## src/rtl/rank_sort_pkg.sv

```systemverilog
// Shared constants and helpers for the rank-based sorting pipeline.
package rank_sort_pkg;

  localparam int N_DEF   = 8;
  localparam int W_DEF   = 16;
  localparam int VEC_MAX = 512;  // widest flat vector: 16 elements x 32 bits

  // Bits needed to hold a rank in 0..n-1.
  function automatic int rank_w(input int n);
    return (n > 1) ? $clog2(n) : 1;
  endfunction

  // Element i of a flat vector of w-bit elements; the caller truncates to w.
  function automatic logic [31:0] elem_sel(input logic [VEC_MAX-1:0] v, input int i, input int w);
    return 32'(v >> (i * w));
  endfunction

endpackage

```

## src/rtl/rank_sort_rank.sv

```systemverilog
// Rank of element IDX: compare bits against every element and popcount of predecessors.
module rank_sort_rank
  import rank_sort_pkg::*;
#(
  parameter int N   = N_DEF,
  parameter int W   = W_DEF,
  parameter int IDX = 0
) (
  input  logic [N-1:0][W-1:0]   vec_i,
  output logic [N-1:0]          lt_o,
  output logic [N-1:0]          eq_o,
  input  logic [N-1:0]          lt_i,
  input  logic [N-1:0]          eq_i,
  input  logic                  desc_i,
  output logic [rank_w(N)-1:0]  rank_o
);

  localparam int RW = rank_w(N);

  logic [N-1:0] prec;

  // lt_o[j]: element j is smaller than element IDX
  always_comb begin
    lt_o = '0;
    eq_o = '0;
    for (int j = 0; j < N; j++) begin
      lt_o[j] = vec_i[j] < vec_i[IDX];
      eq_o[j] = vec_i[j] == vec_i[IDX];
    end
  end

  // Equal elements with a lower index always precede, which keeps ranks a permutation.
  always_comb begin
    prec   = '0;
    rank_o = '0;
    for (int j = 0; j < N; j++) begin
      prec[j] = (desc_i ? !(lt_i[j] || eq_i[j]) : lt_i[j]) || (eq_i[j] && (j < IDX));
      rank_o  = rank_o + RW'(prec[j]);
    end
  end

endmodule

```

## src/rtl/rank_sort_pipe.sv

```systemverilog
// 3-stage rank sorter: compare matrix -> rank popcount -> scatter, 1 vector/cycle.
// Define RANK_SORT_IDX_EN to add out_idx (source index of each sorted slot).
module rank_sort_pipe
  import rank_sort_pkg::*;
#(
  parameter int N = N_DEF,
  parameter int W = W_DEF
) (
  input  logic                    clk,
  input  logic                    rst_n,
  input  logic                    in_valid,
  output logic                    in_ready,
  input  logic [N*W-1:0]          in_data,
  input  logic                    in_desc,
  output logic                    out_valid,
  input  logic                    out_ready,
`ifdef RANK_SORT_IDX_EN
  output logic [N*rank_w(N)-1:0]  out_idx,
`endif
  output logic [N*W-1:0]          out_data
);

  localparam int RW     = rank_w(N);
  localparam int STAGES = 3;

  logic                     adv;
  logic [STAGES-1:0]        vld_pipe;
  logic [N-1:0][W-1:0]      in_vec, s1_data_q, s2_data_q, out_data_q, scat_d;
  logic [N-1:0][N-1:0]      lt_d, eq_d, s1_lt_q, s1_eq_q;
  logic [N-1:0][RW-1:0]     rank_d, s2_rank_q;
  logic                     s1_desc_q;

  assign out_valid = vld_pipe[STAGES-1];
  assign in_ready  = !(out_valid && !out_ready);
  assign adv       = in_ready;  // whole pipe moves or freezes as one
  assign out_data  = out_data_q;

  for (genvar i = 0; i < N; i++) begin : g_unpack
    assign in_vec[i] = W'(elem_sel(VEC_MAX'(in_data), i, W));
  end

  for (genvar i = 0; i < N; i++) begin : g_rank
    rank_sort_rank #(.N(N), .W(W), .IDX(i)) u_rank (
      .vec_i  (in_vec),
      .lt_o   (lt_d[i]),
      .eq_o   (eq_d[i]),
      .lt_i   (s1_lt_q[i]),
      .eq_i   (s1_eq_q[i]),
      .desc_i (s1_desc_q),
      .rank_o (rank_d[i])
    );
  end

  always_comb begin
    scat_d = '0;
    for (int i = 0; i < N; i++) scat_d[s2_rank_q[i]] = s2_data_q[i];
  end

  always_ff @(posedge clk or negedge rst_n) begin
    if (!rst_n) begin
      vld_pipe   <= '0;
      s1_data_q  <= '0;
      s1_lt_q    <= '0;
      s1_eq_q    <= '0;
      s1_desc_q  <= 1'b0;
      s2_data_q  <= '0;
      s2_rank_q  <= '0;
      out_data_q <= '0;
    end else if (adv) begin
      vld_pipe   <= {vld_pipe[STAGES-2:0], in_valid};
      s1_data_q  <= in_vec;
      s1_lt_q    <= lt_d;
      s1_eq_q    <= eq_d;
      s1_desc_q  <= in_desc;
      s2_data_q  <= s1_data_q;
      s2_rank_q  <= rank_d;
      out_data_q <= scat_d;
    end
  end

`ifdef RANK_SORT_IDX_EN
  logic [N-1:0][RW-1:0] idx_d, out_idx_q;

  assign out_idx = out_idx_q;

  always_comb begin
    idx_d = '0;
    for (int i = 0; i < N; i++) idx_d[s2_rank_q[i]] = RW'(i);
  end

  always_ff @(posedge clk or negedge rst_n) begin
    if (!rst_n)   out_idx_q <= '0;
    else if (adv) out_idx_q <= idx_d;
  end
`endif

endmodule

```

## config.mk

```make
export PLATFORM = sky130hd
export DESIGN_NAME = rank_sort_pipe
export DESIGN_NICKNAME = d
export VERILOG_FILES = /design/src/rtl/rank_sort_pkg.sv /design/src/rtl/rank_sort_rank.sv /design/src/rtl/rank_sort_pipe.sv
export SDC_FILE = /design/constraint.sdc
export NUM_CORES = 2
export LEC_CHECK = 0
export BUFFER_PORTS_ARGS = -buffer_cell sky130_fd_sc_hd__buf_2
export CAP_MARGIN = 10
export CORE_MARGIN = 2
export CORE_UTILIZATION = 45
export CTS_CLUSTER_DIAMETER = 120
export CTS_CLUSTER_SIZE = 8
export DETAILED_ROUTE_END_ITERATION = 10
export PLACE_DENSITY_LB_ADDON = 0.08
export SLEW_MARGIN = 30
export SYNTH_ARGS = -nofsm -noshare
export SYNTH_HDL_FRONTEND = slang
export SYNTH_HIERARCHICAL = 1
export SYNTH_SLANG_ARGS = --single-unit
```

## constraint.sdc

```tcl
create_clock -name clk -period 11.3 [get_ports clk]
set_input_delay 1.13 -clock clk [delete_from_list [all_inputs] [get_ports clk]]
set_output_delay 1.13 -clock clk [all_outputs]
set_load 0.005 [all_outputs]
```

==> results.ini <==
[run_status]
status = completed

[timing]
hold_viol_final = 0
fin_setup_tns_ns = 0
clock.fmax_mhz = 228
finalCritPeriodShare_pct = 38.8
tightest_slew_ns = 1.12
setup_viol = 0
rsz0062_at_grt = no
drv_slew = 0
max_slew_margin_pct = 25.2
min_period_ns = 4.39
finClkSkew_ns = 0.0579

[pwr]
clkPwrFrac_pct = 14.8
seqPwrFrac_pct = 26.3
switching_share_pct = 54.5
p_leak_nw = 27.3
p_sw_mw = 8.07
vdd_drop_max_uv = 154
p_per_area_nw_per_um2 = 252
power_frac_comb_pct = 58.9
p_int_mw = 6.75

[clocking]
worstSkewPairLatency_ns = 0.71
cts_buffers = 78
cts_tree = yes
cts_resized = 0
cts_setup_buffers = 0
cts_root_buf = clkbuf_16
clk_pin_slew_ns = 0.06
cts_htree_levels = 3
ctsHoldBuffers = 0
cts_buffer_depth = 3
cts.sinks = 540

[worst_setup_path]
crit_path_frequent_cell = fa_1
cp_top_family = adder cells
critPathArrivalTime_ns = 4.93
cp_cell_sequence = buf_4, mux2i_1, fa_1, inv_1, fa_1, inv_1, fa_1, inv_1, ha_1, fa_1, xor2_1, nand2_1, nand2_1
cpMaxStageDelayCell = dfrtp_4
critical_path_required_ns = 11.84
path_class = register to register
path_max_fanout = 36
worstSetupEndpointType = register
cp-start-kind = register
max_stage_delay_ns = 0.75
cp_num_buf_inv = 4

[detailed_routing]
drt_pass1_iterations = 10
antenna_left = 0
vias_per_cell = 6.93
vias = 57018
finalWirelength_um = 269000
drtIter0Drc = 8566
route.detailed.drc = 0
wire_per_inst_um = 32.6

[grt]
grt_pass1_wl_um = 378000
first_global_vias = 53117
grt_max_degree = 203
grt_overflow = 0
antenna_found_initial = 19
track_usage_pct = 42.4

[floorplan]
num_rows = 127
die_h_um = 352
io_pins = 263
initial_utilization_pct = 45.4
die_x_um = 352
die_area_um2 = 124000
core_um2 = 120000

[final_layout]
n_fill_cell = 11863
fin_nets = 7678
final_cell_mix = nand2_1, ha_1, dfrtp_1
drive_gt1_share_pct = 8.27
layout_commonest_cell = nand2_1
stdcell_area_um2 = 58800
area_growth_pct = 8.19
final_util_pct = 49.1

[run]
drv_cap = 0

[hold_path]
min_path_type = input port to async pin

[synthesis]
synthCells = 6673
synthDistinctLibCells = 62
yosysSeqAreaShare_pct = 24.9
yosysTopAreaCell = dfrtp_1
synth_top_area_share_pct = 24.9
synth_edf_count = 0
ys.flop_type = dfrtp_1
synth_area_um2 = 54400
async_reset_ff_share_pct = 100
avgSynthCellArea_um2 = 8.15
ys_ff_latch = 540
yosysWarningCount = 6
synth.area.top_cells = dfrtp_1, ha_1, nand2_1, a21oi_1, clkbuf_1
synth_nets = 7750

[place]
portBuffers = 262
placed_cell_area_um2 = 56600
place_congestion = 1.02
hpwl_um = 186000

final cells by class:
type / count / area, um^2 / share of cell area [%]
antenna: 4 / 10.0 / 0.0170
timing repair buffer: 360 / 2130 / 3.62
sequential: 540 / 13500 / 23.0
inverter: 255 / 965 / 1.64
clock buffer: 88 / 2020 / 3.44
tap: 1612 / 2020 / 3.43
multi-input combinational: 5366 / 38000 / 64.6
clock inverter: 8 / 156 / 0.266
per-stage QoR:
| step | power [mW] | worst slack (ns) | cells | hold slack, ns |
|---|---|---|---|---|
| 2_1_floorplan | 8.43 | 7.75 | 6673 | 0.430 |
| 3_3_place_gp | 12.0 | 6.36 | 8130 | 0.446 |
| 3_5_place_dp | 12.1 | 6.31 | 8132 | 0.449 |
| 4_1_cts | 14.3 | 6.84 | 8228 | 0.452 |
| 5_1_grt | 15.4 | 6.67 | 8230 | 0.467 |
| 6_report | 14.8 | 6.91 | 8233 | 0.444 |
state kept, by name, summed over array words and instances, names as in the netlist:
register and count:
out_data 128, s1_data_q 128, s1_desc_q 1, s1_eq_q 64, s1_lt_q 64, s2_data_q 128
s2_rank_q 24, vld_pipe 3
per-layer routing:
| metal | part of all wire (%) | global-route usage [%] | vias up |
|---|---|---|---|
| met4 | 9.7 | 34.5 | 20 |
| met3 | 13 | 12.6 | 1109 |
| met2 | 39 | 58.7 | 4161 |
| met1 | 38 | 54.2 | 26996 |
| li1 | - | - | 24732 |
| met5 | 0.047 | 0 | - |
synthesized netlist by cell type (all sizes together) (80+ instances only):
| library cell | n |
|---|---|
| nand2 | 1444 |
| ha | 912 |
| dfrtp | 540 |
| a21oi | 483 |
| clkbuf | 399 |
| nor2 | 271 |
| inv | 255 |
| nand4 | 221 |
| o311ai | 176 |
| nand3 | 150 |
| a221oi | 144 |
| nor2b | 141 |
| a311o | 128 |
| o21ai | 121 |
| buf | 113 |
| o22ai | 96 |
| nand2b | 93 |
| a2111oi | 83 |
| nor4bb | 80 |
final timing paths:
path                                         startpoint                  endpoint  slack (ns)  cells past startpoint
worst max-delay path              s1_desc_q$_DFFE_PN0N_  s2_rank_q[2]$_DFFE_PN0N_        6.91                     13
worst min-delay path                              rst_n  out_data[26]$_DFFE_PN0N_        0.44                      1
worst max register to register    s1_desc_q$_DFFE_PN0N_  s2_rank_q[2]$_DFFE_PN0N_        6.91                     13
worst min register to register  s1_eq_q[26]$_DFFE_PN0N_   s1_eq_q[26]$_DFFE_PN0N_        0.46                      2
max in group asynchronous                         rst_n     s1_desc_q$_DFFE_PN0N_        8.77                      3
min in group clk                s1_eq_q[26]$_DFFE_PN0N_   s1_eq_q[26]$_DFFE_PN0N_        0.46                      2
power groups by stage:
stage	clock (mW)	sequential, mW	combinational (mW)
after floorplan	0	2.97	5.47
after global placement	0	3.77	8.20
after detailed placement	0	3.78	8.30
after CTS	2.22	3.75	8.33
after global routing	2.30	3.88	9.23
final	2.19	3.90	8.73
kinds of logic (layout without fill, tap and decap cells):
| group | after synthesis | after routing | share of synthesized area, % |
|---|---|---|---|
| DFF | 540 | 540 | 24.9 |
| and+or+nand+nor | 2785 | 2785 | 25.6 |
| adders and majority gates | 944 | 944 | 22.2 |
| xor gates and xnor gates | 36 | 36 | 0.580 |
| AOI/OAI and AO/OA | 1549 | 1549 | 20.4 |
| muxes | 36 | 36 | 0.677 |
| buffers and inverters | 767 | 711 | 5.59 |
| other | 16 | 20 | 0.110 |
(Power assumes the default switching activity.)
